**src/rtl/mc_control_unit.sv**
```systemverilog
// mc_control_unit: multi-cycle hardwired sequencer for the single-bus RISC datapath
module mc_control_unit #(
   parameter int DATA_W    = 32,
   parameter int OPCODE_W  = 5,
   parameter int CNT_W     = 32,
   parameter bit MULDIV_HS = 1'b1
) (
   input  logic              clk,
   input  logic              reset,
   input  logic [DATA_W-1:0] ir_data,
   input  logic              mem_ready, alu_done, con_out, stop, resume,
   output logic              pc_out, pc_in, inc_pc, mar_in, mdr_in, mdr_out, ir_in, read, write,
   output logic              y_in, z_in, z_low_out, z_high_out, hi_in, hi_out, lo_in, lo_out,
   output logic              gra, grb, grc, r_in, r_out, ba_out, c_out, con_in, inport_out, outport_in,
   output logic [3:0]        alu_op,
   output logic              alu_start, run, illegal,
   output logic [CNT_W-1:0]  instr_count
);
   typedef enum logic [5:0] {
      RST, F0, F1, F2, F3, DEC, LD1, LD2, LD3, LD4, LD5, ST4, ST5, A1, A2, I2, WB,
      M1, M2, M3, M4, M5, M6, N1, B1, B2, B3, B4, JR, J1, J2, IO_IN, IO_OUT, MFHI, MFLO, HALT
   } state_t;
   typedef struct packed {
      logic pc_out, pc_in, inc_pc, mar_in, mdr_in, mdr_out, ir_in, read, write;
      logic y_in, z_in, z_low_out, z_high_out, hi_in, hi_out, lo_in, lo_out;
      logic gra, grb, grc, r_in, r_out, ba_out, c_out, con_in, inport_out, outport_in, alu_start;
   } strb_t;
   state_t state_q, state_d;
   strb_t strb_q, strb_d;
   logic [3:0] alu_op_q, alu_op_d, op_sel;
   logic run_q, run_d, ill_q, ill_d, fin, pc_in_r;
   logic [CNT_W-1:0] cnt_q, cnt_d;
   logic [OPCODE_W-1:0] opc;
   logic ir_unused;
   assign opc = ir_data[DATA_W-1 -: OPCODE_W];
   assign ir_unused = ^ir_data[DATA_W-OPCODE_W-1:0];
   // ALU function selected by the opcode held in IR
   always_comb begin
      case (opc)
         OPCODE_W'(3), OPCODE_W'(11): op_sel = 4'd2;
         OPCODE_W'(4):                op_sel = 4'd3;
         OPCODE_W'(5):                op_sel = 4'd4;
         OPCODE_W'(6):                op_sel = 4'd5;
         OPCODE_W'(7):                op_sel = 4'd6;
         OPCODE_W'(8):                op_sel = 4'd7;
         OPCODE_W'(10), OPCODE_W'(13): op_sel = 4'd1;
         OPCODE_W'(14):               op_sel = 4'd8;
         OPCODE_W'(15):               op_sel = 4'd9;
         OPCODE_W'(16):               op_sel = 4'd10;
         OPCODE_W'(17):               op_sel = 4'd11;
         default:                     op_sel = 4'd0;
      endcase
   end
   // next state, illegal flag and retire counter; fin marks an instruction boundary
   always_comb begin
      state_d = state_q;
      cnt_d = cnt_q;
      ill_d = ill_q;
      fin = 1'b0;
      case (state_q)
         RST: state_d = F0;
         F0:  state_d = F1;
         F1:  state_d = F2;
         F2:  state_d = mem_ready ? F3 : F2;
         F3:  state_d = DEC;
         DEC: begin
            fin = opc == OPCODE_W'(25);
            ill_d = ill_q | (opc > OPCODE_W'(26));
            state_d = opc <= OPCODE_W'(2)  ? LD1 :
                      opc <= OPCODE_W'(13) ? A1 :
                      opc <= OPCODE_W'(15) ? M1 :
                      opc <= OPCODE_W'(17) ? N1 :
                      opc == OPCODE_W'(18) ? B1 :
                      opc == OPCODE_W'(19) ? JR :
                      opc == OPCODE_W'(20) ? J1 :
                      opc == OPCODE_W'(21) ? IO_IN :
                      opc == OPCODE_W'(22) ? IO_OUT :
                      opc == OPCODE_W'(23) ? MFHI :
                      opc == OPCODE_W'(24) ? MFLO : HALT;
         end
         LD1: state_d = LD2;
         LD2: state_d = opc == OPCODE_W'(1) ? WB : LD3;
         LD3: state_d = opc == OPCODE_W'(2) ? ST4 : LD4;
         LD4: state_d = mem_ready ? LD5 : LD4;
         ST4: state_d = ST5;
         ST5: fin = mem_ready;
         A1:  state_d = opc >= OPCODE_W'(11) ? I2 : A2;
         A2, I2, N1: state_d = WB;
         M1:  state_d = M2;
         M2:  state_d = MULDIV_HS ? M3 : M4;
         M3:  state_d = alu_done ? M4 : M3;
         M4:  state_d = M5;
         M5:  state_d = M6;
         B1:  state_d = B2;
         B2:  state_d = B3;
         B3:  state_d = B4;
         J1:  state_d = J2;
         HALT: begin
            state_d = resume ? F0 : HALT;
            ill_d = resume ? 1'b0 : ill_q;
         end
         default: fin = 1'b1;
      endcase
      if (fin) begin
         state_d = stop ? HALT : F0;
         cnt_d = cnt_q + CNT_W'(1);
      end
   end
   // strobes decoded from the state being entered so the outputs come straight from flops
   always_comb begin
      strb_d.pc_out     = state_d inside {F0, B2, J1};
      strb_d.pc_in      = state_d inside {F1, JR, J2};
      strb_d.inc_pc     = state_d == F0;
      strb_d.mar_in     = state_d inside {F0, LD3};
      strb_d.mdr_in     = state_d inside {F2, LD4, ST4};
      strb_d.mdr_out    = state_d inside {F3, LD5};
      strb_d.ir_in      = state_d == F3;
      strb_d.read       = state_d inside {F2, LD4};
      strb_d.write      = state_d == ST5;
      strb_d.y_in       = state_d inside {LD1, A1, M1, B2};
      strb_d.z_in       = state_d inside {F0, LD2, A2, I2, M4, N1, B3};
      strb_d.z_low_out  = state_d inside {F1, LD3, WB, M5, B4};
      strb_d.z_high_out = state_d == M6;
      strb_d.hi_in      = state_d == M6;
      strb_d.hi_out     = state_d == MFHI;
      strb_d.lo_in      = state_d == M5;
      strb_d.lo_out     = state_d == MFLO;
      strb_d.gra        = state_d inside {LD5, WB, ST4, M1, B1, JR, J2, IO_IN, IO_OUT, MFHI, MFLO};
      strb_d.grb        = state_d inside {LD1, A1, M2, M3, M4, N1, J1};
      strb_d.grc        = state_d == A2;
      strb_d.r_in       = state_d inside {LD5, WB, J1, IO_IN, MFHI, MFLO};
      strb_d.r_out      = state_d inside {ST4, A1, A2, M1, M2, M3, M4, N1, B1, JR, J2, IO_OUT};
      strb_d.ba_out     = state_d == LD1;
      strb_d.c_out      = state_d inside {LD2, I2, B3};
      strb_d.con_in     = state_d == B1;
      strb_d.inport_out = state_d == IO_IN;
      strb_d.outport_in = state_d == IO_OUT;
      strb_d.alu_start  = state_d == M2;
      alu_op_d = state_d inside {F0, LD2, B3} ? 4'd2 : state_d inside {A2, I2, M2, M3, M4, N1} ? op_sel : 4'd0;
      run_d = !(state_d inside {RST, HALT});
   end
   // state and registered outputs; reset wins over every other input
   always_ff @(posedge clk) begin
      if (reset) begin
         state_q <= RST;
         strb_q <= '0;
         alu_op_q <= '0;
         run_q <= 1'b0;
         ill_q <= 1'b0;
         cnt_q <= '0;
      end else begin
         state_q <= state_d;
         strb_q <= strb_d;
         alu_op_q <= alu_op_d;
         run_q <= run_d;
         ill_q <= ill_d;
         cnt_q <= cnt_d;
      end
   end
   assign {pc_out, pc_in_r, inc_pc, mar_in, mdr_in, mdr_out, ir_in, read, write,
           y_in, z_in, z_low_out, z_high_out, hi_in, hi_out, lo_in, lo_out,
           gra, grb, grc, r_in, r_out, ba_out, c_out, con_in, inport_out, outport_in, alu_start} = strb_q;
   assign pc_in = pc_in_r | (state_q == B4 && con_out);
   assign alu_op = alu_op_q;
   assign run = run_q;
   assign illegal = ill_q;
   assign instr_count = cnt_q;
endmodule
```
**config.mk**
```make
export PLATFORM = sky130hd
export DESIGN_NAME = mc_control_unit
export DESIGN_NICKNAME = d
export VERILOG_FILES = /design/src/rtl/mc_control_unit.sv
export SDC_FILE = /design/constraint.sdc
export NUM_CORES = 1
export LEC_CHECK = 0
export CAP_MARGIN = 20
export CORE_MARGIN = 8
export CORE_UTILIZATION = 40
export DETAILED_ROUTE_END_ITERATION = 7
export PLACE_DENSITY = 0.73
export SETUP_SLACK_MARGIN = 0.15
export SYNTH_ARGS = -nofsm -noshare
export SYNTH_HDL_FRONTEND = slang
export SYNTH_SLANG_ARGS = --single-unit
```
**constraint.sdc**
```tcl
create_clock -name clk -period 2.71 [get_ports clk]
set_input_delay 0.271 -clock clk [delete_from_list [all_inputs] [get_ports clk]]
set_output_delay 0.271 -clock clk [all_outputs]
set_load 0.01 [all_outputs]
```
* Word-level counts from Yosys, hierarchy flattened
Memory sizes are Yosys's and may differ from the RTL's. Index checks and enable logic that the tools add are counted.
Cells by class: multipliers 0, reductions and logical operators 26, add/subtract/negate cells 1, bitwise gates (word level) 3, muxes and demuxes 26, shifts and indexed selects 0, eq/ne operators 71, magnitude comparators 6, div/mod/pow operators 0
Operators by type and width (count):
- $eq 6x5->1 const B | 27
- $pmux 6 s23 | 1
- $eq 6x4->1 const B | 15
- $mux 6 | 11
- $eq 6x3->1 const B | 7
- $eq 5x5->1 const B | 8
- $add 32x1->32 const B | 1
- $eq 6x6->1 const B | 5
- $eq 6x2->1 const B | 4
- $reduce_or 24->1 | 1
- $reduce_bool 3->1 | 5
- $reduce_bool 7->1 | 2
- $eq 6x1->1 const B | 2
- $logic_not 6->1 | 2
- $mux 2 | 6
- $reduce_bool 12->1 | 1
- $reduce_bool 6->1 | 2
- $reduce_bool 11->1 | 1
- $le 5x4->1 const B | 2
- $reduce_bool 2->1 | 5
- $mux 3 | 2
- $reduce_or 3->1 | 2
- $eq 5x1->1 const B | 1
- $eq 5x2->1 const B | 1
- 16 further kinds | 19
Word-level totals: input port bits 39, register bits after elaboration 71, logic and storage cells 167, ROM bits 128, latch bits 0, output and inout port bits 66, memories kept 1, RAM bits 0
Memories:
- (name not given) | depth 32, bits a word 4, rd ports 1, clocked after Yosys merged registers in 0, write ports 0, line 39 | case (opc)

* Depth between registers and ports, before layout
depth in word-level cells 18, mapped depth 13, depth with buffers taken out 11

* Worst setup path before layout
Ideal clock, no wire load.
kind input port to flip-flop, start input ir_data[28], end register alu_op_q[1] (netlist: alu_op[1]), arrival time 2.377 ns, setup time 0.134 ns, setup slack 0.200 ns, cell stages on the path 10, path buffers 0, data required time 2.576 ns, cell sequence inv_1 > ha_1 > o21ba_2 > o21ai_1 > o311a_1 > a311oi_1 > o21a_2 > o21ai_1 > a21boi_1 > o22ai_1
On the way: word-level cells in the longest chain between the ends 18, elaborated cells between the ends (all ways) 46, those cells by class 5 x order compare; 19 x eq/ne; 19 x mux; 2 x reduce/logical; 1 x memory
Ends and longest elaborated chain:
- start, declared | line 10 | input logic [DATA_W-1:0] ir_data,
- $eq 5x5->1 | line 79 | opc == OPCODE_W'(24) ? MFLO : HALT;
- $mux 1 | line 79
- $mux 2 | line 78 | opc == OPCODE_W'(23) ? MFHI :
- $mux 2 | line 77 | opc == OPCODE_W'(22) ? IO_OUT :
- $mux 6 | line 76 | opc == OPCODE_W'(21) ? IO_IN :
- $mux 6 | line 75 | opc == OPCODE_W'(20) ? J1 :
- $mux 6 | line 74 | opc == OPCODE_W'(19) ? JR :
- $mux 6 | line 73 | opc == OPCODE_W'(18) ? B1 :
- (+2 left out)
- $mux 6 | line 70 | opc <= OPCODE_W'(13) ? A1 :
- $mux 6 | line 69 | state_d = opc <= OPCODE_W'(2) ? LD1 :
- $pmux 6 s23 | line 60 | case (state_q)
- $mux 6 | line 104 | if (fin) begin
- $eq 6x4->1 or $eq 6x5->1 (tied branches) | line 139 | alu_op_d = state_d inside {F0, LD2, B3} ? 4'd2 : state_d inside {A2, I2, M2, M3, M4, N1} ? op_sel : 4'd0;
- $reduce_bool 6->1 | line 139
- $mux 2 | line 139
- $mux 2 (*) | line 139
- end signal, assigned | line 154 | alu_op_q <= alu_op_d;
- end, declared | line 30 | logic [3:0] alu_op_q, alu_op_d, op_sel;
Every way passes the cells marked *; elsewhere a longest branch is shown, timed or not. A chain may end at the register's enable or synchronous reset.

* Worst setup path in the final report
start register state_q[4], end register strb_q, in the netlist mdr_in
On the way: word-level cells in the longest chain between the ends 6, elaborated cells between the ends (all ways) 35, those cells by class 28 x eq/ne; 3 x mux; 4 x reduce/logical
Ends and longest elaborated chain:
- start, declared | line 28 | state_t state_q, state_d;
- start signal, assigned | line 152 | state_q <= state_d;
- $eq 6x6->1, or another cell as far along | line 60
- $reduce_or 24->1 (no source line) or $reduce_or 3->1 (tied branches)
- $pmux 1 s3 or $pmux 6 s23 (tied branches) | line 60
- $mux 6 (*) | line 104
- $eq 6x2->1 or $eq 6x4->1 (tied branches) | line 115 | strb_d.mdr_in = state_d inside {F2, LD4, ST4};
- $reduce_bool 3->1 (*) | line 115
- end signal, assigned | line 153 | strb_q <= strb_d;
- end, declared | line 29 | strb_t strb_q, strb_d;
Marked as above.

==> summary.txt <==
Floorplanning
  • Die Area: 0.0140 sq mm
  • Io pins: 105
  • Initial Utilization: 40.8%
  • Core box area: 0.0103 sq mm
  • Die width: 118 um
  • Die Height: 118 um
  • Row count: 37

Setup path
  • Critical path's top delay family: simple AND/OR/NAND/NOR gates
  • Worst setup SP type: flip-flop
  • Reg2Reg Depth: 10
  • WP buf/inv: 2
  • Max incr delay on CP: 0.53 ns
  • Crit path DAT: about 3.0 ns
  • Crit Path Max Fanout: 6
  • CP max-delay cell: or4b_4
  • CP Class: flip-flop to flip-flop
  • Critical path required time: just under 3 ns
  • WP depth: 10
  • Worst-path cell chain: buf_12, nor4b_4, or4b_4, o2111ai_4, buf_4, o21ai_2, or3_1, nor2_2, nand2_1, a21oi_1
  • Kind of end point of the critical path: flip-flop

Synthesis
  • Simple-Gate Fraction of Synth Area: a little under a third
  • Top FF cell, synth: dfxtp_1
  • Synth async-reset ratio: 0%
  • Post-synth EDFFs: 0
  • Fraction of the mapped netlist area in adder cells: 1.79%
  • Yosys reg bits: 71
  • Ys Warns: 0
  • Post-Syn Instances: 517
  • Mapped cell area: 0.00420 sq mm
  • Sequential fraction of the synthesis area: approximately a third
  • Synth top area share: 33.9%
  • Dominant combinational cell family by area after synthesis: simple AND/OR/NAND/NOR gates
  • Top post-synthesis cells by area: dfxtp_1 (34%), nor2_1 (6.7%), xor2_1 (4.0%), a21oi_1 (3.7%), nand2_1 (3.0%)
  • Synthesized area per cell: 8.11 sq um
  • Post-Synth XOR/XNOR Area: 6.05%
  • Syn Nets: 562
  • Post-synthesis mux area share: 0.954%
  • Leading area contributor after synthesis: dfxtp_1
  • Library cells used by synthesis: 80
  • Compound-Gate Fraction of Synth Area: 20.2%

Placement
  • Placed cell areas: 0.00577 sq mm
  • Final RePlAce weighted congestion: 0.930
  • Buffers added on ports: a little under 80
  • Cells after DPL: 804
  • DP Wirelength: about 10000 um

Timing
  • Max Slew Vio Count: 0
  • Final hold viol count: 0
  • RSZ-0062 raised after global routing: true
  • # setup viols final: 1
  • Final period util: 100%
  • Post-route minimum period: 2.72 ns
  • Max Clock Skew: 0.0153 ns
  • Relative slew slack: 60.3%
  • Post-route setup slack: -0.0119 ns
  • Slew @ Worst Pin: 0.596 ns
  • Max Freq: roughly 370 MHz

Power and ir drop
  • Leakage: 0.00257 uW
  • Clock Power Share: between 20 and 25%
  • Switching share of power: 32.4%
  • Internal Power: 2240 uW
  • Comb pwr share: about 41%
  • Sequential Power Share: 34.4%
  • VDD IR max: 0.000292 V
  • Pwr/cell area: 506 mW/mm^2
  • Sw Pwr: 1070 uW

Final layout
  • Ant diodes: 0
  • Fillers: 847
  • Max reg flops: 32
  • Fraction of layout instances using a drive strength above 1: between 30% and 40%
  • Final #Nets: around 750
  • Utilization after layout: 63.6%
  • Post-route insts no fill: between 800 and 900
  • Synthesis-to-finish area growth: 55.7%
  • Finished Cell Area: 0.00653 sq mm

Worst hold path
  • Hold Crit Class: primary input to flip-flop
  • Cell depth of the worst min-delay path: 2

Global route
  • GRT overflow: 0
  • Largest net degree at the start of global routing: 32
  • Gr usage total: between 15 and 20%
  • First-pass GRT wire length: between 20000 and 25000 um
  • Initial antenna violation count: 0
  • Vias in the first global route: 4743

Clocking
  • CTS tree: built
  • Sink Count: between 70 and 80
  • Worst-path clk slew: approximately 0.070 ns
  • Clock latency on the worst-skew pair: about 0.35 ns
  • CTS buffer count: 9
  • # H-tree levels: 3
  • Worst-case clock buffer depth: 2
  • Root buf cell: clkbuf_8
  • CTS hold repair buffers: 0

Routing
  • Per-cell routed wire length: ~17 um
  • Total Wirelength: 14500 um
  • Antenna Nets Post-Route: 0
  • Initial drt markers: 356
  • Post-route DRC: 0
  • Via count: 4661
  • 1st-pass router iterations: 5
  • Vias per inst: 5.52

Flow run
  • Max-cap violations: 0

Outcome
  • Status: finished with violations
  • Failing checks: setup timing
==> per-stage QoR <==
| step | hold WS, ns | setup WS, ns | TNS (ns) | total power, uW |
|---|---|---|---|---|
| floorplan | 0.370 | 0.200 | 0 | 1690 |
| global placement | 0.481 | -0.576 | -18.39 | 2170 |
| detailed placement | 0.498 | -0.626 | -19.52 | 2180 |
| CTS | 0.395 | 0.0629 | 0 | 3130 |
| global route | 0.446 | -0.136 | -0.899 | 3460 |
| finish | 0.428 | -0.0119 | -0.0119 | 3310 |
==> placed cells by master, fill, tap and decap left out, drive strengths merged, types with 4 or more instances in the layout <==
master,instances
buf,136
inv,14
nand4,10
nor4b,4
a21oi,31
or2,5
o21ai,25
nand2b,12
clkdlybuf4s50,73
nor2,76
clkbuf,10
dfxtp,71
clkinv,5
a211oi,5
ha,6
nand2,33
xor2,19
nand3,17
and2,5
nor4,4
nor3,18
mux2i,4
or3,12
and3,17
nor2b,8
xnor2,10
a31oi,9
o21a,6
==> synthesized netlist by cell type (6+ instances only) <==
library cell and count:
clkbuf_1 11, dfxtp_1 71, nand2b_1 12, a21oi_1 31, nor2_1 75, buf_2 18, or3_1 11, o21ai_0 21
nand3_1 16, nor2b_1 8, and3_1 17, ha_1 6, nand2_1 33, nand4_1 7, xnor2_1 10, xor2_1 19
inv_1 14, a31oi_1 9, nor3_1 18
==> power by group through the flow <==
stage	clock (uW)	combinational, uW	sequential, uW
finish	818	1350	1140
global route	881	1430	1140
CTS	836	1150	1140
detailed placement	0	1020	1160
global placement	0	1010	1160
floorplan	0	522	1160
==> routing by layer <==
layer  part of all wire (%)  vias up  GRT usage (%)
met1                     41     2244           22.0
li1                       -     2215              -
met4                    3.2        0           7.75
met2                     50      160           34.7
met3                    6.0       42           5.66
met5                      0        -              0
==> repair_timing <==
item / 4_1_cts / 5_1_grt
pin swaps: 15 / 31
setup endpoints to repair: 53 / 50
gates resized for setup: 43 / 56
cloned: 2 / 0
buffers inserted: 11 / 11
==> logic make-up (layout without fill, tap and decap cells) <==
family | count (synthesis) | count (layout)
buffers and inverters | 53 | 244
AO/OA/AOI/OAI | 118 | 118
multiplexers | 4 | 4
AND/OR/NAND/NOR | 236 | 236
XOR/XNOR | 29 | 29
adder cells (fa/ha/maj) | 6 | 6
flip-flops | 71 | 71
==> worst register-to-register path, delay by kind of cell (launching register included) <==
family	cells	cell delay, ns
and+or+nand+nor	5	1.53
buffers and inverters	2	0.35
DFF	1	0.36
AOI/OAI and AO/OA	3	0.41
==> path summary, 6_finish.rpt <==
kind | startpoint | end | slack, ns
hold reg to reg | instr_count[27] | instr_count[27] | 0.50
hold / removal | reset | instr_count[28] | 0.43
setup reg to reg | state_q[4] | mdr_in | -0.01
setup / recovery | state_q[4] | mdr_in | -0.01
==> cell type report <==
class / count / area, sq um / area share [%]
multi-input combinational: 393 / 2780 / 42.6
timing repair buffer: 213 / 1890 / 28.9
sequential: 71 / 1440 / 22.0
tap: 136 / 170 / 2.60
clock buffer: 10 / 128 / 1.95
clock inverter: 6 / 61.3 / 0.939
inverter: 15 / 61.3 / 0.939
Power figures use the tool's default switching activity.
==> RTL edit 1 (same settings) <==
`CNT_W`: 32 -> 48.
--- a/src/rtl/mc_control_unit.sv
+++ b/src/rtl/mc_control_unit.sv
@@ -2,7 +2,7 @@
 module mc_control_unit #(
    parameter int DATA_W    = 32,
    parameter int OPCODE_W  = 5,
-   parameter int CNT_W     = 32,
+   parameter int CNT_W     = 48,
    parameter bit MULDIV_HS = 1'b1
 ) (
    input  logic              clk,
Interface: changed (resized instr_count); port bits go from 105 to 121. The function was not compared with the original's and may differ.
==> RTL edit 1 against the original RTL <==
- wire length increased by 23%
- sequential cell count increased by 16
- synthesized area increased by 17%
- fmax increased by 2.9%
- global-route usage increased by 1.2 points
- final area increased by 24%
- worst setup slack improved by 0.076 ns
- die area increased by 15%
- cell count increased by 18%
- non-clock buffer count increased by 45
- largest cell class unchanged
Power is not compared: it rests on default switching activity, and its combinational part moved more than twofold at a synthesized area within 25%.
==> RTL edit 1: results (changes against the original RTL) <==
GRT
  – Antenna violations before repair: 0 (unchanged)
  – Total GRT Usage: 20.9% (+1.2 points)
  – First-pass GRT wire length: 27.5 mm (+19%)
  – Vias in the first global route: 5449 (+15%)
  – Pin count of the biggest net entering global routing: 48 (+50%)

Placement
  – Post-DP HPWL: 12.7 mm (+24%)
  – Routability-driven placement congestion ratio: 0.953 (+2.6%)
  – PortBufs: 93 (+21%)
  – Post-Place Cell Area: 6850 sq um (+19%)

Synth
  – Seq/Total Area, Yosys: 35.5% (+1.6 points)
  – Top cells by count, synth: 87 x dfxtp_1, 86 x nor2_1, 48 x nand2_1
  – Synthesis Warnings: 0 (unchanged)
  – Distinct cells, synth: 84 (+5.0%)
  – Async set-reset flop share out of synthesis: 0% (unchanged)
  – Dominant synthesized flop cell: dfxtp_1
  – Largest cells by area after synthesis: dfxtp_1 35%, nor2_1 6.6%, xnor2_1 4.3%, nand2_1 3.7%, a21oi_1 3.1%
  – Syn nets: 655 (+17%)

Clocking
  – Maximum root-to-sink buffer count: 2 (unchanged)
  – Clk_lat worst skew: 0.35 ns (about the same)
  – Clk root buf: clkbuf_16
  – Clk slew on worst S/H paths: 0.07 ns (about the same)
  – H-Tree Depth: 3 (unchanged)
  – CTS Buf Count: 9 (unchanged)

Power and ir drop
  – Peak VDD IR: about 0.42 mV
  – Static Leak: 0.00325 uW
  – Net Sw Frac: 37.6%

Drt
  – Total number of vias: 5579 (+20%)
  – DR iter-0 viols: 436 (+22%)
  – WL final: 17.9 mm (+23%)
  – TritonRoute pass-1 iters: 5 (unchanged)

Critical path
  – Reg-to-reg critical path endpoint: instr_count[37]
  – Worst setup path endpoint: instr_count[37]
  – Slowest cell on crit path: dfxtp_4
  – R2R setup slack: 0.06 ns (+0.08 ns)
  – CP Launch Point: state_q[1]
  – Crit Path Max Fanout: 7 (+1)
  – Crit path DAT: 2.89 ns (-0.10 ns)
  – Crit path largest cell delay: 0.38 ns (-0.15 ns)
  – Setup CP Type: reg2reg
  – Worst Reg-to-Reg Cells: 11 (+1)

Final layout
  – Fin nets: 887 (+19%)
  – Fillers: 941 (+11%)
  – Layout cells sized above 1: 34.5% (+2.0 points)
  – Flip-flop count of the largest register after layout: 48 (+50%)
  – Antenna diodes: 0 (unchanged)

Timing
  – Hold slack: 0.284 ns (-0.144 ns)
  – Final Skew: 0.0117 ns (-0.00369 ns)
  – Max transition margin: 63.8% (+3.5 points)

Min path
  – Hold Path Class: in2reg

Run status
  – Status: finished, final reports clean
[RTL edit 1: stage by stage]
step	power (uW)	utilization [%]	TNS [ns]	cells	setup WS [ns]
global route	6220	67.3	-0.206	993	-0.0803
CTS	5350	61.5	0	964	0.136
floorplan	2840	-	0	610	0.141
global placement	3990	57.0	-22.28	938	-0.539
detailed placement	4010	57.0	-28.40	938	-0.609
finish	5940	67.3	0	993	0.0644
[RTL edit 1: worst min-delay path by stage]
stage | start | endpoint | depth (start not counted)
2_1_floorplan | stop | state_q[1] | 2
3_5_place_dp | illegal | illegal | 2
4_1_cts | reset | state_q[3] | 2
3_3_place_gp | illegal | illegal | 2
6_report | reset | state_q[3] | 2
5_1_grt | reset | state_q[3] | 2
[RTL edit 1: layout make-up]
type,instances,area [sq um],share of cell area (%)
multi-input cells,468,3470,42.9
repair buffers,258,2300,28.5
flip-flops and latches,87,1760,21.8
clock buffers,12,246,3.05
well taps,147,184,2.27
inverters,18,72.6,0.898
clock inverters,3,43.8,0.542
[RTL edit 1: cells by family (layout without fill, tap and decap cells)]
group	Yosys count	in the layout	synth area share (%)
fa+ha+maj	6	6	1.53
simple gates	287	287	30.6
mux	3	3	0.611
xor+xnor	37	37	6.60
flops	87	87	35.5
compound gates	135	135	19.9
buf+inv	55	291	5.32
[RTL edit 1: critical path: cells and delay by family, from the launching register on]
| family | cells | cell delay (ns) |
|---|---|---|
| simple gates | 5 | 0.98 |
| flops | 1 | 0.38 |
| buf+inv | 3 | 0.53 |
| compound gates | 3 | 0.63 |
[RTL edit 1: power groups by stage]
stage | Clock, uW | Sequential (uW) | Combinational [uW]
6_report | 1250 | 1480 | 3210
5_1_grt | 1320 | 1490 | 3410
4_1_cts | 1270 | 1470 | 2610
3_5_place_dp | 0 | 1490 | 2520
3_3_place_gp | 0 | 1490 | 2490
2_1_floorplan | 0 | 1470 | 1370
[RTL edit 1: per-layer routing]
metal | vias to the layer above | part of all wire [%] | GRT usage [%]
met4 | 0 | 2.7 | 9.03
met3 | 37 | 5.8 | 4.86
met2 | 194 | 49 | 34.9
li1 | 2652 | - | -
met1 | 2696 | 42 | 25.0
met5 | - | 0 | 0
[RTL edit 1: repair_timing]
action	4_1_cts	5_1_grt
pin swaps	18	37
gates resized for setup	56	105
setup endpoints to repair	67	59
cloned	2	1
hold buffers	0	0
buffers inserted	9	28
==> RTL edit 2 (same settings) <==
Made on the original files. Put one more register stage on the output `instr_count`. The value now appears one clock later. The other outputs are not delayed to match.
--- a/src/rtl/mc_control_unit.sv
+++ b/src/rtl/mc_control_unit.sv
@@ -164,5 +164,7 @@
    assign alu_op = alu_op_q;
    assign run = run_q;
    assign illegal = ill_q;
-   assign instr_count = cnt_q;
+   always_ff @(posedge clk) begin
+      instr_count <= cnt_q;
+   end
 endmodule
Behaviour: not the same (Yosys sat finds a counterexample within 10 cycles, from zero or initial values and one cycle with reset high).
==> RTL edit 2 against the original RTL <==
- the run still ends with setup timing left
- final area rose by 18%
- synthesized area rose by 13%
- clock skew down 0.0028 ns
- wire length rose by 9.2%
- utilization grew 3.9 points
- synthesized cell count increased by 4.4%
- worst setup slack better by 0.012 ns
- sequential cell count is 32 higher
- largest cell class unchanged
Power is not compared: it rests on default switching activity, and its combinational part moved more than twofold at a synthesized area within 25%.
==> RTL edit 2: results (changes against the original RTL) <==
Drt
  – WL final: 15.9 mm (+9.2%)
  – DR iter-0 viols: 397 (+12%)

Critical path
  – Crit path DAT: 2.98 ns (about the same)
  – Worst Reg-to-Reg Cells: 11 (+1)
  – Crit Path Max Fanout: 7 (+1)
  – Slowest cell on crit path: or3_1

Run status
  – Status: complete, but fails checks
  – Failing checks: setup timing

Final layout
  – Non-filler cells, final: 882 (+4.5%)
  – Fillers: 835 (-1.4%)
  – Layout cells sized above 1: 37.2% (+4.7 points)
  – Fin nets: 780 (+4.3%)

Placement
  – Routability-driven placement congestion ratio: 0.943 (+1.5%)
  – Placed cell count: 831 (+3.4%)
  – Post-DP HPWL: 10.8 mm (+6.0%)

Timing
  – Final setup vio count: 1 (unchanged)
  – Final Worst Setup Slack: -0.0000600 ns (+0.0118 ns)
  – Worst slew pin tran: 0.492 ns (-0.103 ns)
  – Final Skew: 0.0126 ns (-0.00275 ns)
  – Setup TNS: -0.0000600 ns (+0.0118 ns)

Synth
  – Largest cells by area after synthesis: dfxtp_1 44%, nor2_1 5.6%, a21oi_1 3.4%, nand2_1 3.3%, xor2_1 3.3%
  – Seq/Total Area, Yosys: 43.6% (+9.7 points)
  – Syn nets: 586 (+4.3%)
  – Top cells by count, synth: 103 x dfxtp_1, 71 x nor2_1, 42 x nand2_1
  – Top-area cell type share of the netlist area: 43.6% (+9.7 points)
  – Syn_area_per_cell: 8.76 sq um (+8.0%)

GRT
  – Pin count of the biggest net entering global routing: 43 (+34%)
  – Vias in the first global route: 4821 (+1.6%)
  – Total GRT Usage: 19.2% (-0.46 points)

Clocking
  – Clk root buf: clkbuf_16
RTL edit 2: cell count changes after synthesis, moves of 4 or more:
cell and change:
a2111oi_0 +4, a211o_1 +4, and3_1 -7, buf_2 -5, dfxtp_1 +32, nand2_1 +9, nand3_1 +5, nor2_1 -4
xnor2_1 +4
RTL edit 2: worst max-delay path: cells and delay by family, from the launching register on:
kind,cells,cell delay (ns)
DFF,1,0.37
buffers and inverters,3,0.38
and+or+nand+nor,4,1.04
xor gates and xnor gates,1,0.15
AOI/OAI and AO/OA,3,0.67
RTL edit 2: final timing paths:
path / slack [ns] / start / end
setup / recovery: -0.00006 / state_q[4] / z_in
setup reg to reg: -0.00006 / state_q[4] / z_in
hold reg to reg: 0.37 / cnt_q[31] / instr_count[31]
hold / removal: 0.26 / reset / y_in
RTL edit 2: repair_timing:
action	in CTS	in global routing
resized for setup	98	87
pin swaps	40	47
buffers inserted	20	15
setup endpoints to repair	47	55
RTL edit 2: metrics by stage:
| step | area (sq um) | hold slack (ns) |
|---|---|---|
| final | 7730 | 0.257 |
| after global routing | 7730 | 0.269 |
| after CTS | 7240 | 0.262 |
| after detailed placement | 6320 | 0.355 |
| after global placement | 6320 | 0.358 |
| after floorplan | 4740 | 0.349 |
RTL edit 2: final cells by class:
| type | count | area [sq um] | share of cell area (%) |
|---|---|---|---|
| Tap cell | 143 | 179 | 2.31 |
| Timing Repair Buffer | 215 | 1950 | 25.2 |
| Multi-Input combinational cell | 391 | 3160 | 40.8 |
| Clock buffer | 9 | 225 | 2.91 |
| Clock inverter | 7 | 88.8 | 1.15 |
| Sequential cell | 103 | 2070 | 26.8 |
| Inverter | 14 | 60.1 | 0.776 |
RTL edit 2: logic make-up after synthesis:
kind of cell    share of synthesized area [%]
compound gates                           16.4
xor+xnor                                 5.92
fa+ha+maj                                1.85
buf+inv                                  4.95
flops                                    43.6
mux                                     0.212
simple gates                             27.1
RTL edit 2: layer usage:
layer | part of all wire [%] | vias to the layer above | global-route usage, %
met4 | 2.4 | 0 | 7.65
met3 | 5.9 | 29 | 4.89
li1 | - | 2309 | -
met1 | 44 | 2307 | 23.7
met2 | 48 | 159 | 31.3
met5 | 0 | - | 0
RTL edit 2: power groups by stage:
stage          Sequential [uW]  Clock [uW]  Combinational, uW
4_1_cts                   1710        1370               3290
6_report                  1720        1340               3970
3_5_place_dp              1750           0               2540
3_3_place_gp              1740           0               2560
5_1_grt                   1730        1430               4200
2_1_floorplan             1770           0               1320
